[src/rtl/ttt_pkg.sv]
// Shared types and constants for the tictactoe board-scan receiver.
package ttt_pkg;

    typedef enum logic [1:0] {
        EMPTY = 2'b00,
        X     = 2'b01,
        O     = 2'b10,
        BAD   = 2'b11
    } cell_t;

    typedef enum logic [1:0] {
        NONE = 2'b00,
        XWIN = 2'b01,
        OWIN = 2'b10,
        DRAW = 2'b11
    } win_t;

    typedef enum logic {
        SYNC    = 1'b0,
        COLLECT = 1'b1
    } rx_state_t;

    localparam int unsigned NCELLS  = 9;
    localparam int unsigned BOARD_W = 2 * NCELLS;
    localparam logic [1:0]  IDLE_RC = 2'b11;

endpackage

[src/rtl/ttt_board_check.sv]
// Combinational frame consistency check: X/O balance and winner piece count.
module ttt_board_check
    import ttt_pkg::*;
(
    input  logic [BOARD_W-1:0] board,
    input  logic [1:0]         win,
    output logic               bad
);

    logic [3:0] x_cnt;
    logic [3:0] o_cnt;
    logic [3:0] diff;

    always_comb begin
        x_cnt = '0;
        o_cnt = '0;
        for (int unsigned i = 0; i < NCELLS; i++) begin
            if (board[2*i +: 2] == X) x_cnt = x_cnt + 4'd1;
            if (board[2*i +: 2] == O) o_cnt = o_cnt + 4'd1;
        end
        diff = (x_cnt >= o_cnt) ? (x_cnt - o_cnt) : (o_cnt - x_cnt);
        bad  = (diff > 4'd1)
            || ((win == XWIN) && (x_cnt < 4'd3))
            || ((win == OWIN) && (o_cnt < 4'd3));
    end

endmodule

[src/rtl/ttt_board_rx.sv]
// Rebuilds the 3x3 board from the core's row-major cell scan and publishes each
// complete frame through a valid/ready snapshot. Option: TTT_BOARD_RX_CHECK_EN.
module ttt_board_rx
    import ttt_pkg::*;
#(
    parameter int unsigned CNT_W = 8
) (
    input  logic               ph1,
    input  logic               reset,
    input  logic [1:0]         xoro_in,
    input  logic [1:0]         row_in,
    input  logic [1:0]         col_in,
    input  logic [1:0]         win_in,
    output logic               snap_valid,
    input  logic               snap_ready,
    output logic [BOARD_W-1:0] snap_board,
    output logic [1:0]         snap_win,
    output logic               snap_bad,
    output logic               seq_err,
    output logic [CNT_W-1:0]   frame_cnt,
    output logic [CNT_W-1:0]   drop_cnt
);

    localparam logic [3:0] LAST_IDX = 4'(NCELLS - 1);

    rx_state_t          state_q, state_d;
    logic [3:0]         exp_q, exp_d;
    logic [BOARD_W-1:0] shadow_q, shadow_d;
    logic               snap_valid_q, snap_valid_d;
    logic [BOARD_W-1:0] snap_board_q, snap_board_d;
    logic [1:0]         snap_win_q, snap_win_d;
    logic               seq_err_q, seq_err_d;
    logic [CNT_W-1:0]   frame_cnt_q, frame_cnt_d;
    logic [CNT_W-1:0]   drop_cnt_q, drop_cnt_d;

    logic               idle;
    logic               legal;
    logic               origin;
    logic [3:0]         idx;
    logic [BOARD_W-1:0] merged;
    logic               complete;
    logic               load;

    assign idle   = (row_in == IDLE_RC) || (col_in == IDLE_RC);
    assign legal  = (xoro_in != BAD);
    assign idx    = ({2'b00, row_in} * 4'd3) + {2'b00, col_in};
    assign origin = (idx == 4'd0);

    // Shadow with the current cell written in; for (2,2) this is the finished frame.
    always_comb begin
        merged = shadow_q;
        if (!idle) merged[{idx, 1'b0} +: 2] = xoro_in;
    end

    always_comb begin
        state_d      = state_q;
        exp_d        = exp_q;
        shadow_d     = shadow_q;
        seq_err_d    = 1'b0;
        snap_valid_d = snap_valid_q;
        snap_board_d = snap_board_q;
        snap_win_d   = snap_win_q;
        frame_cnt_d  = frame_cnt_q;
        drop_cnt_d   = drop_cnt_q;
        complete     = 1'b0;
        load         = 1'b0;

        if (snap_valid_q && snap_ready) snap_valid_d = 1'b0;

        if (!idle) begin
            unique case (state_q)
                SYNC: begin
                    if (origin && legal) begin
                        shadow_d      = '0;
                        shadow_d[1:0] = xoro_in;
                        exp_d         = 4'd1;
                        state_d       = COLLECT;
                    end
                end
                COLLECT: begin
                    if ((idx == exp_q) && legal) begin
                        if (idx == LAST_IDX) begin
                            complete = 1'b1;
                        end else begin
                            shadow_d = merged;
                            exp_d    = exp_q + 4'd1;
                        end
                    end else begin
                        seq_err_d = 1'b1;
                        shadow_d  = '0;
                        exp_d     = 4'd0;
                        state_d   = SYNC;
                        // A legal (0,0) that breaks the order still starts a new frame.
                        if (origin && legal) begin
                            shadow_d[1:0] = xoro_in;
                            exp_d         = 4'd1;
                            state_d       = COLLECT;
                        end
                    end
                end
                default: state_d = SYNC;
            endcase
        end

        if (complete) begin
            shadow_d = '0;
            exp_d    = 4'd0;
            state_d  = SYNC;
            if (!snap_valid_q || snap_ready) begin
                load         = 1'b1;
                snap_board_d = merged;
                snap_win_d   = win_in;
                snap_valid_d = 1'b1;
                frame_cnt_d  = frame_cnt_q + CNT_W'(1);
            end else if (drop_cnt_q != '1) begin
                drop_cnt_d = drop_cnt_q + CNT_W'(1);
            end
        end
    end

    always_ff @(posedge ph1 or negedge reset) begin
        if (!reset) begin
            state_q      <= SYNC;
            exp_q        <= '0;
            shadow_q     <= '0;
            snap_valid_q <= 1'b0;
            snap_board_q <= '0;
            snap_win_q   <= '0;
            seq_err_q    <= 1'b0;
            frame_cnt_q  <= '0;
            drop_cnt_q   <= '0;
        end else begin
            state_q      <= state_d;
            exp_q        <= exp_d;
            shadow_q     <= shadow_d;
            snap_valid_q <= snap_valid_d;
            snap_board_q <= snap_board_d;
            snap_win_q   <= snap_win_d;
            seq_err_q    <= seq_err_d;
            frame_cnt_q  <= frame_cnt_d;
            drop_cnt_q   <= drop_cnt_d;
        end
    end

`ifdef TTT_BOARD_RX_CHECK_EN
    logic chk_bad;
    logic snap_bad_q, snap_bad_d;

    ttt_board_check u_check (
        .board (merged),
        .win   (win_in),
        .bad   (chk_bad)
    );

    always_comb begin
        snap_bad_d = snap_bad_q;
        if (load) snap_bad_d = chk_bad;
    end

    always_ff @(posedge ph1 or negedge reset) begin
        if (!reset) snap_bad_q <= 1'b0;
        else        snap_bad_q <= snap_bad_d;
    end

    assign snap_bad = snap_bad_q;
`else
    assign snap_bad = 1'b0;
`endif

    assign snap_valid = snap_valid_q;
    assign snap_board = snap_board_q;
    assign snap_win   = snap_win_q;
    assign seq_err    = seq_err_q;
    assign frame_cnt  = frame_cnt_q;
    assign drop_cnt   = drop_cnt_q;

endmodule

[config.mk]
export PLATFORM = sky130hd
export DESIGN_NAME = ttt_board_rx
export DESIGN_NICKNAME = d
export VERILOG_FILES = /design/src/rtl/ttt_pkg.sv /design/src/rtl/ttt_board_check.sv /design/src/rtl/ttt_board_rx.sv
export SDC_FILE = /design/constraint.sdc
export NUM_CORES = 1
export LEC_CHECK = 0
export CAP_MARGIN = 25
export CORE_MARGIN = 2
export CORE_UTILIZATION = 37
export DETAILED_ROUTE_END_ITERATION = 7
export PLACE_DENSITY = 0.65
export RECOVER_POWER = 50
export SYNTH_ARGS = -nofsm -noshare
export SYNTH_HDL_FRONTEND = slang
export SYNTH_SLANG_ARGS = --single-unit
[constraint.sdc]
create_clock -name ph1 -period 1.8 [get_ports ph1]
set_input_delay 0.27 -clock ph1 [delete_from_list [all_inputs] [get_ports ph1]]
set_output_delay 0.27 -clock ph1 [all_outputs]
set_load 0.01 [all_outputs]
Word level (Yosys, flattened, before mapping)
Cells that the tools add are included.

Register bits: 61. Bits in latches: 0. Output and inout port bits: 39. Memory bits (read-only): 0. Word-level logic and storage cells: 69. RAM bits: 0. Memories: 0.

Muxes and demuxes: 31. Bitwise operators: 2. Shifts and indexed selects: 2. Multiply operators: 1. Add/subtract/negate cells: 5. Div/mod/pow operators: 0. Equality and inequality tests: 9. $lt $le $gt $ge: 0. Reductions and logical operators: 10.

Operator list (count): two-way mux 18 bit (6); one-hot mux 18 bit (2 select lines) (1); two-way mux 4 bit (5); bitwise mux 18 bit (1); variable shift 2 x 7 -> 18 bit (first input constant) (1); indexed part select 2 x 7 -> 18 bit (1); adder 8 x 1 -> 8 bit (second input constant) (2); two-way mux 1 bit (15); != test 8 bit (second input constant) (1); one-hot mux 4 bit (2 select lines) (1); negation 5 -> 7 bit (1); AND reduction 3 bit (2); adder 4 x 1 -> 4 bit (second input constant) (1); adder 4 x 2 -> 4 bit (1); equality test 2 bit (second input constant) (2); equality test 4 bit (1); equality test 4 bit (second input constant) (1); zero test 4 bit (1); multiplier 2 x 2 -> 4 bit (second input constant) (1); != test 4 bit (second input constant) (1); logical AND 1 bit (3); != test 3 bit (second input constant) (1); logical OR 1 bit (2); two-way mux 2 bit (1); 6 further kinds (7).

Logic depth before layout (Yosys ltp)
Gate-level depths: netlist of the first run.

Depth in word-level cells: 11. Gate-level depth with buffers: 15. Depth with buffers taken out: 11.

Worst setup path after synthesis of the first run
No wires, ideal clock.

Kind: in2reg. From: in row_in[0]. To: reg snap_board_q[10] (netlist: snap_board[10]). Cell stages on the path: 13. Setup time: 0.121 ns. Data required time: 1.679 ns. Path buffers: 3. Setup slack: -1.143 ns. Arrival time: 2.822 ns. Path through: inv_1 -> fa_1 -> inv_1 -> ha_1 -> inv_1 -> fa_1 -> buf_4 -> xor2_2 -> nand3_4 -> or3_1 -> buf_2 -> buf_6 -> a22o_1.

Word-level cells in the longest chain between the ends: 8. Elaborated cells on any way between the ends: 17.

Ends and longest elaborated chain: start: declaration (RTL line ttt_board_rx.sv:11) `input logic [1:0] row_in,`; branches (longest 8 deep; another with negation 5 -> 7 bit); end signal: assignment (RTL line ttt_board_rx.sv:137) `snap_board_q <= snap_board_d;`; end: declaration (RTL line ttt_board_rx.sv:30) `logic [BOARD_W-1:0] snap_board_q, snap_board_d;`.

Parallel ways; which one is timed is not known. A chain may end at the register's enable or synchronous reset.

Worst setup path in the final report of the first run
From: in row_in[1]. To: reg snap_board_q[12] (netlist: snap_board[12]).

The elaborated chain is that of the path after synthesis.

==> flow_summary.ini, run 1 <==
[finish]
fin_nets = 464
fin_util = 0.638
fillCellCount = 642
drive_gt1_frac = 0.460
n_antenna_cell = 0
area_delta_synth_final_pct = 67.7
final_cell_mix = buf_4, dfrtp_1, clkdlybuf4s50_1
final_common_cell = buf_4

[sta]
slew_headroom = 0.423
finalHoldViolCount = 0
rsz0062_at_grt = yes
fin_worst_skew_ps = 7.83
max_freq_mhz = 367
timing.final.max_slew_violations = 0
max_slew.worst_pin.slew_ps = 865
finalCritPeriodShare = 1.51
fin_crit_ps = 2720
worst_slack_ps = -923
setup_viol = 61

[die]
ioPinCount = 50
die-area_um2 = 9200
rows = 33
die_w_um = 95.9
initial_core_util = 0.381
die_h_um = 95.9
fp.coreArea_um2 = 8220

[setup_path]
reg2reg_to = drop_cnt[1]
r2r_cells = 6
cpLargestDelayFamily = adder cells
arrival_ps = 2960
critical_path_buf_inv_count = 6
crit_path_end_kind = register
path_max_fanout = 3
critPathSlowestCell = fa_1
startpoint_type = primary input
ff2ff_setup_slack_ps = -130
max_stage_delay_ps = 520
critPathKind = primary input to register
crit_chain = buf_8 -> inv_4 -> fa_1 -> inv_1 -> ha_2 -> inv_2 -> fa_2 -> buf_6 -> xor2_2 -> nand3_4 -> or3_4 -> buf_12 -> a221oi_2 -> nor2_1
r2r-start = drop_cnt[0]
worstPathRequired_ps = 2030

[drt]
final_antenna_net_count = 0
via_per_inst = 5.22
drc = 0
dr.first_iter.drc_count = 161
dr.pass1.iters = 4
vias = 2876
wl_per_cell_um = 16.7
wl_um = 9220

[clock_tree]
path_clk_slew_ps = 70
clk_latency_ps = 350
cts_htree_levels = 3
clockBufferDepth = 2
cts_buffers = 9
cts_tree = built
cts.sinks = 61
cts_root_buf = clkbuf_8

[global_routing]
grt_max_degree = 62
grt_use_met2 = 0.353
gr-usage-met1 = 0.253
grt_use_total = 0.207
grtUsageMet3 = 0.0564
overflow = 0
first_global_vias = 2829
antenna_found_initial = 0
grt_pass1_wl_um = 14100
grt.busiest_layer = met2

[placement]
place_ws_ps = -1800
hpwlAfterDp_um = 5460
place.gp.congestion = 0.862
portBuffers = 48

[yosys]
ys_seq_area_frac = 0.488
synth-seq-cells = 61
synthArstFlopShare = 1.00
synth_cell_types = 53
synth_area_per_cell_um2 = 10.2
syn_nets = 329
synth_area_um2 = 3130
synth_warnings = 0
synth-edff-count = 0
netlist_instances = 306
ys.flop_type = dfrtp_1

[pwr]
p_leak_nw = 2.38
power_w = 0.00384
p_per_area_nw_per_um2 = 733
ir_drop_mv = 0.426

[worst_hold_path]
holdPathEnd = seq_err
hold_path_class = primary input to register
holdPathStages = 4
hp-start = col_in[1]

[job]
drv_cap = 0

[outcome]
violations = negative setup slack
status = finished, violations left
-- metrics by stage --
stage	cells	instance area, um2	hold WS [ps]	setup TNS (ps)
after floorplan	306	3170	-25.6	-57120
after global placement	506	4210	300	-100420
after detailed placement	506	4210	314	-103600
after CTS	540	4930	377	-46330
after global routing	551	5240	385	-53650
final	551	5240	374	-48110
-- tightest hold or removal path: stages --
cell and delay, ps:
buf_8 90, a21o_1 170, buf_4 130, nor3_2 30
-- kinds of logic after synthesis --
kind of cell    synth area share
simple gates               0.177
compound gates             0.151
flops                      0.488
buf+inv                   0.0484
xor+xnor                  0.0580
fa+ha+maj                 0.0528
mux                       0.0232
other cells              0.00120
-- repair_timing --
item / in CTS / in global routing
resized for setup: 107 / 54
hold endpoints to repair: 61 / 0
pin swaps: 48 / 31
hold buffers: 1 / 0
buffers inserted: 12 / 13
cloned: 6 / 0
endpoints found under the setup margin: 61 / 61
-- layer usage --
layer	wire length (um)	share of wire
met5	0	0
met4	136	0.015
met3	335	0.036
met2	4850	0.53
met1	3900	0.42
-- registers in the layout (all words and copies together), names as in the netlist --
signal and count:
state_q 1, snap_board 18, snap_valid 1, frame_cnt 8
exp_q 4, shadow_q 18, drop_cnt 8, seq_err 1
snap_win 2
-- synthesized netlist by cell type (all sizes together), types with 2 or more instances --
| master | instances | area share |
|---|---|---|
| dfrtp | 61 | 0.49 |
| and3b | 2 | 0.0056 |
| nor2b | 2 | 0.0040 |
| xor2 | 4 | 0.014 |
| fa | 2 | 0.013 |
| a22o | 10 | 0.028 |
| nand3 | 11 | 0.023 |
| nor2 | 10 | 0.012 |
| and2 | 3 | 0.0060 |
| a32o | 2 | 0.0064 |
| o22ai | 6 | 0.012 |
| a221oi | 2 | 0.0056 |
| or3 | 4 | 0.0080 |
| o221ai | 6 | 0.017 |
| clkbuf | 3 | 0.0036 |
| ha | 10 | 0.040 |
| inv | 14 | 0.017 |
| a21oi | 7 | 0.011 |
| mux2 | 2 | 0.0072 |
| o21bai | 2 | 0.0048 |
| nor4 | 2 | 0.0088 |
| nor3 | 4 | 0.0080 |
| buf | 15 | 0.028 |
| and3 | 7 | 0.014 |
| xnor2 | 15 | 0.044 |
| nand2 | 41 | 0.049 |
| nand4 | 11 | 0.022 |
| o21ai | 25 | 0.040 |
| a21o | 4 | 0.0096 |
| nand2b | 2 | 0.0040 |
| nand3b | 3 | 0.0072 |
| mux2i | 5 | 0.016 |
-- layout make-up --
cell class              count  area, um2  share of cell area
well taps                 105        131              0.0251
clock buffers               9        124              0.0236
multi-input cells         213       1910               0.364
inverters                  14       62.6              0.0119
repair buffers            142       1390               0.266
clock inverters             7       97.6              0.0186
flip-flops and latches     61       1530               0.291
-- worst max-delay path by stage --
stage	start	to	slack [ps]	cells past startpoint
floorplan	col_in[1]	snap_board[10]	-1070	14
global placement	col_in[1]	drop_cnt[1]	-1750	13
detailed placement	col_in[1]	shadow_q[1]	-1800	14
CTS	row_in[1]	shadow_q[9]	-870	14
global route	row_in[1]	snap_board[12]	-980	14
finish	row_in[1]	snap_board[12]	-920	14
-- where the power goes --
part	internal [W]	total [W]	switching (W)
logic	0.000486	0.000985	0.000499
registers	0.00142	0.00146	0.0000425
clock network	0.000784	0.00139	0.000610
No activity file was read; power rests on OpenSTA's default activity.
==> inputs of run 2 (changes only) <==
--- a/config.mk
+++ b/config.mk
@@ -6,7 +6,7 @@
 export NUM_CORES = 1
 export LEC_CHECK = 0
 export CAP_MARGIN = 25
-export CORE_MARGIN = 2
+export CORE_MARGIN = 4
 export CORE_UTILIZATION = 37
 export DETAILED_ROUTE_END_ITERATION = 7
 export PLACE_DENSITY = 0.65
==> run 2 against run 1 <==
- the run still ends with negative setup slack left
- routed wire length shrank 9.4%
- combinational power shrank 7.5%
- cell area shrank 5.7%
- critical endpoint is now snap_board[10]
- clock-buffer cell count grew 2
- via count shrank 2.5%
- hold slack gained 25 ps
- critical path depth shrank 2
- worst setup slack gained 67 ps
- cell count shrank 2.2%
- global-route usage shrank 2.8 points
==> flow_summary.ini, run 2 (synthesis gave the netlist of run 1 again) <==
[outcome]
status = finished, violations left
violations = negative setup slack

[job]
drv_cap = 0

[sta]
finalHoldWorstSlack_ps = 399
max_slew.worst_pin.slew_ps = 550
finalCritPeriodShare = 1.48
fin_crit_ps = 2660
rsz0062_at_grt = yes
max_freq_mhz = 376
finalHoldViolCount = 0
fin_worst_skew_ps = 11.1
setup_viol = 61
timing.final.max_slew_violations = 0
slew_headroom = 0.633
worst_slack_ps = -856

[pwr]
seqPwrFrac = 0.405
switchingPower_w = 0.00108
p_leak_nw = 2.18
ir_drop_mv = 0.360
swShare = 0.298
combPwrFrac = 0.251
p_per_area_nw_per_um2 = 735
clockPowerShare = 0.344
p_int_w = 0.00255

[setup_path]
r2r-start = exp_q[3]
arrival_ps = 2890
startpoint_type = primary input
reg2reg_to = shadow_q[7]
ff2ff_setup_slack_ps = -70
r2r_cells = 7
worstPathRequired_ps = 2040
critPathKind = primary input to register
path_max_fanout = 8
crit_path_end_kind = register

[clock_tree]
cts_htree_levels = 3
cts_buffers = 9
cts.sinks = 61
cts_root_buf = clkbuf_8
cts_tree = built
clockBufferDepth = 2
path_clk_slew_ps = 70
clk_latency_ps = 350

[finish]
fin_nets = 452
n_antenna_cell = 0
final_common_cell = dfrtp_1
drive_gt1_frac = 0.408
area_delta_synth_final_pct = 58.1
fillCellCount = 696
fin_area_um2 = 4940
final_cell_mix = dfrtp_1, buf_4, clkdlybuf4s50_1

[placement]
placed_area_um2 = 4190
place_ws_ps = -1850
hpwlAfterDp_um = 5600
place.gp.congestion = 0.905
portBuffers = 48

[worst_hold_path]
holdPathEnd = seq_err
holdPathStages = 4
hold_path_class = primary input to register
hp-start = col_in[1]

[die]
rows = 33
die_h_um = 99.9
initial_core_util = 0.381
ioPinCount = 50
die-area_um2 = 9990
fp.coreArea_um2 = 8220
die_w_um = 99.9

[drt]
wl_um = 8350
drc = 0
vias = 2803
dr.pass1.iters = 4
dr.first_iter.drc_count = 107
wl_per_cell_um = 15.5
final_antenna_net_count = 0
via_per_inst = 5.20

[global_routing]
grt_max_degree = 40
grtUsageMet3 = 0.0375
overflow = 0
grt.busiest_layer = met2
grt_pass1_wl_um = 14000
grt_use_total = 0.179
gr-usage-met1 = 0.225
antenna_found_initial = 0
grt_use_met2 = 0.293
first_global_vias = 2892
## run 2: cell count changes in the layout (fill, tap and decap cells not counted), sizes merged
| cell | change |
|---|---|
| buf | -13 |
| clkinv | -1 |
| clkbuf | +3 |
| bufinv | -1 |
## run 2: worst max-delay path by stage
stage          startpoint              to  slack [ps]  depth (start not counted)
3_3_place_gp    col_in[1]     shadow_q[6]       -1810                         14
5_1_grt         row_in[0]     shadow_q[3]        -960                         14
4_1_cts         row_in[0]     drop_cnt[1]        -860                         14
2_1_floorplan   col_in[1]  snap_board[10]       -1070                         14
3_5_place_dp    col_in[1]     shadow_q[7]       -1850                         14
6_report        row_in[0]  snap_board[10]        -860                         12
## run 2: metal layers
metal,share of wire,up-vias
li1,-,1340
met1,0.44,1381
met2,0.50,60
met3,0.036,22
met4,0.024,0
met5,0,-
## run 2: worst max-delay path, cell delays in order
cell	delay, ps
buf_8	80
inv_4	30
fa_1	450
inv_1	70
ha_2	170
inv_2	40
fa_2	620
xor2_2	190
nand3_4	110
or3_4	490
buf_12	180
a22o_1	200
## run 2: cell type report
cell class | count | area [um2] | area share
multi-input cells | 213 | 1800 | 0.363
flip-flops and latches | 61 | 1530 | 0.309
repair buffers | 130 | 1220 | 0.248
clock buffers | 11 | 141 | 0.0286
well taps | 105 | 131 | 0.0266
inverters | 14 | 65.1 | 0.0132
clock inverters | 5 | 58.8 | 0.0119
## run 2: repair_timing
item	CTS	global route
buffers inserted	12	4
hold buffers	1	0
gates resized for setup	97	38
hold endpoints to repair	22	0
pin swaps	43	18
endpoints found under the setup margin	61	61
gates cloned	3	0
## run 2: power groups by stage
stage | combinational (W) | sequential, W | clock [W]
3_5_place_dp | 0.000707 | 0.00150 | 0
4_1_cts | 0.000854 | 0.00147 | 0.00128
5_1_grt | 0.000983 | 0.00148 | 0.00134
6_report | 0.000911 | 0.00147 | 0.00125
3_3_place_gp | 0.000691 | 0.00149 | 0
2_1_floorplan | 0.000391 | 0.00149 | 0
## run 2: metrics by stage
step	utilization	TNS, ps	power (W)	std cells
after floorplan	-	-57120	0.00188	306
after global placement	0.510	-103170	0.00219	506
after detailed placement	0.510	-105890	0.00220	506
after CTS	0.586	-47100	0.00360	538
after global routing	0.602	-53570	0.00381	539
final	0.602	-46770	0.00363	539
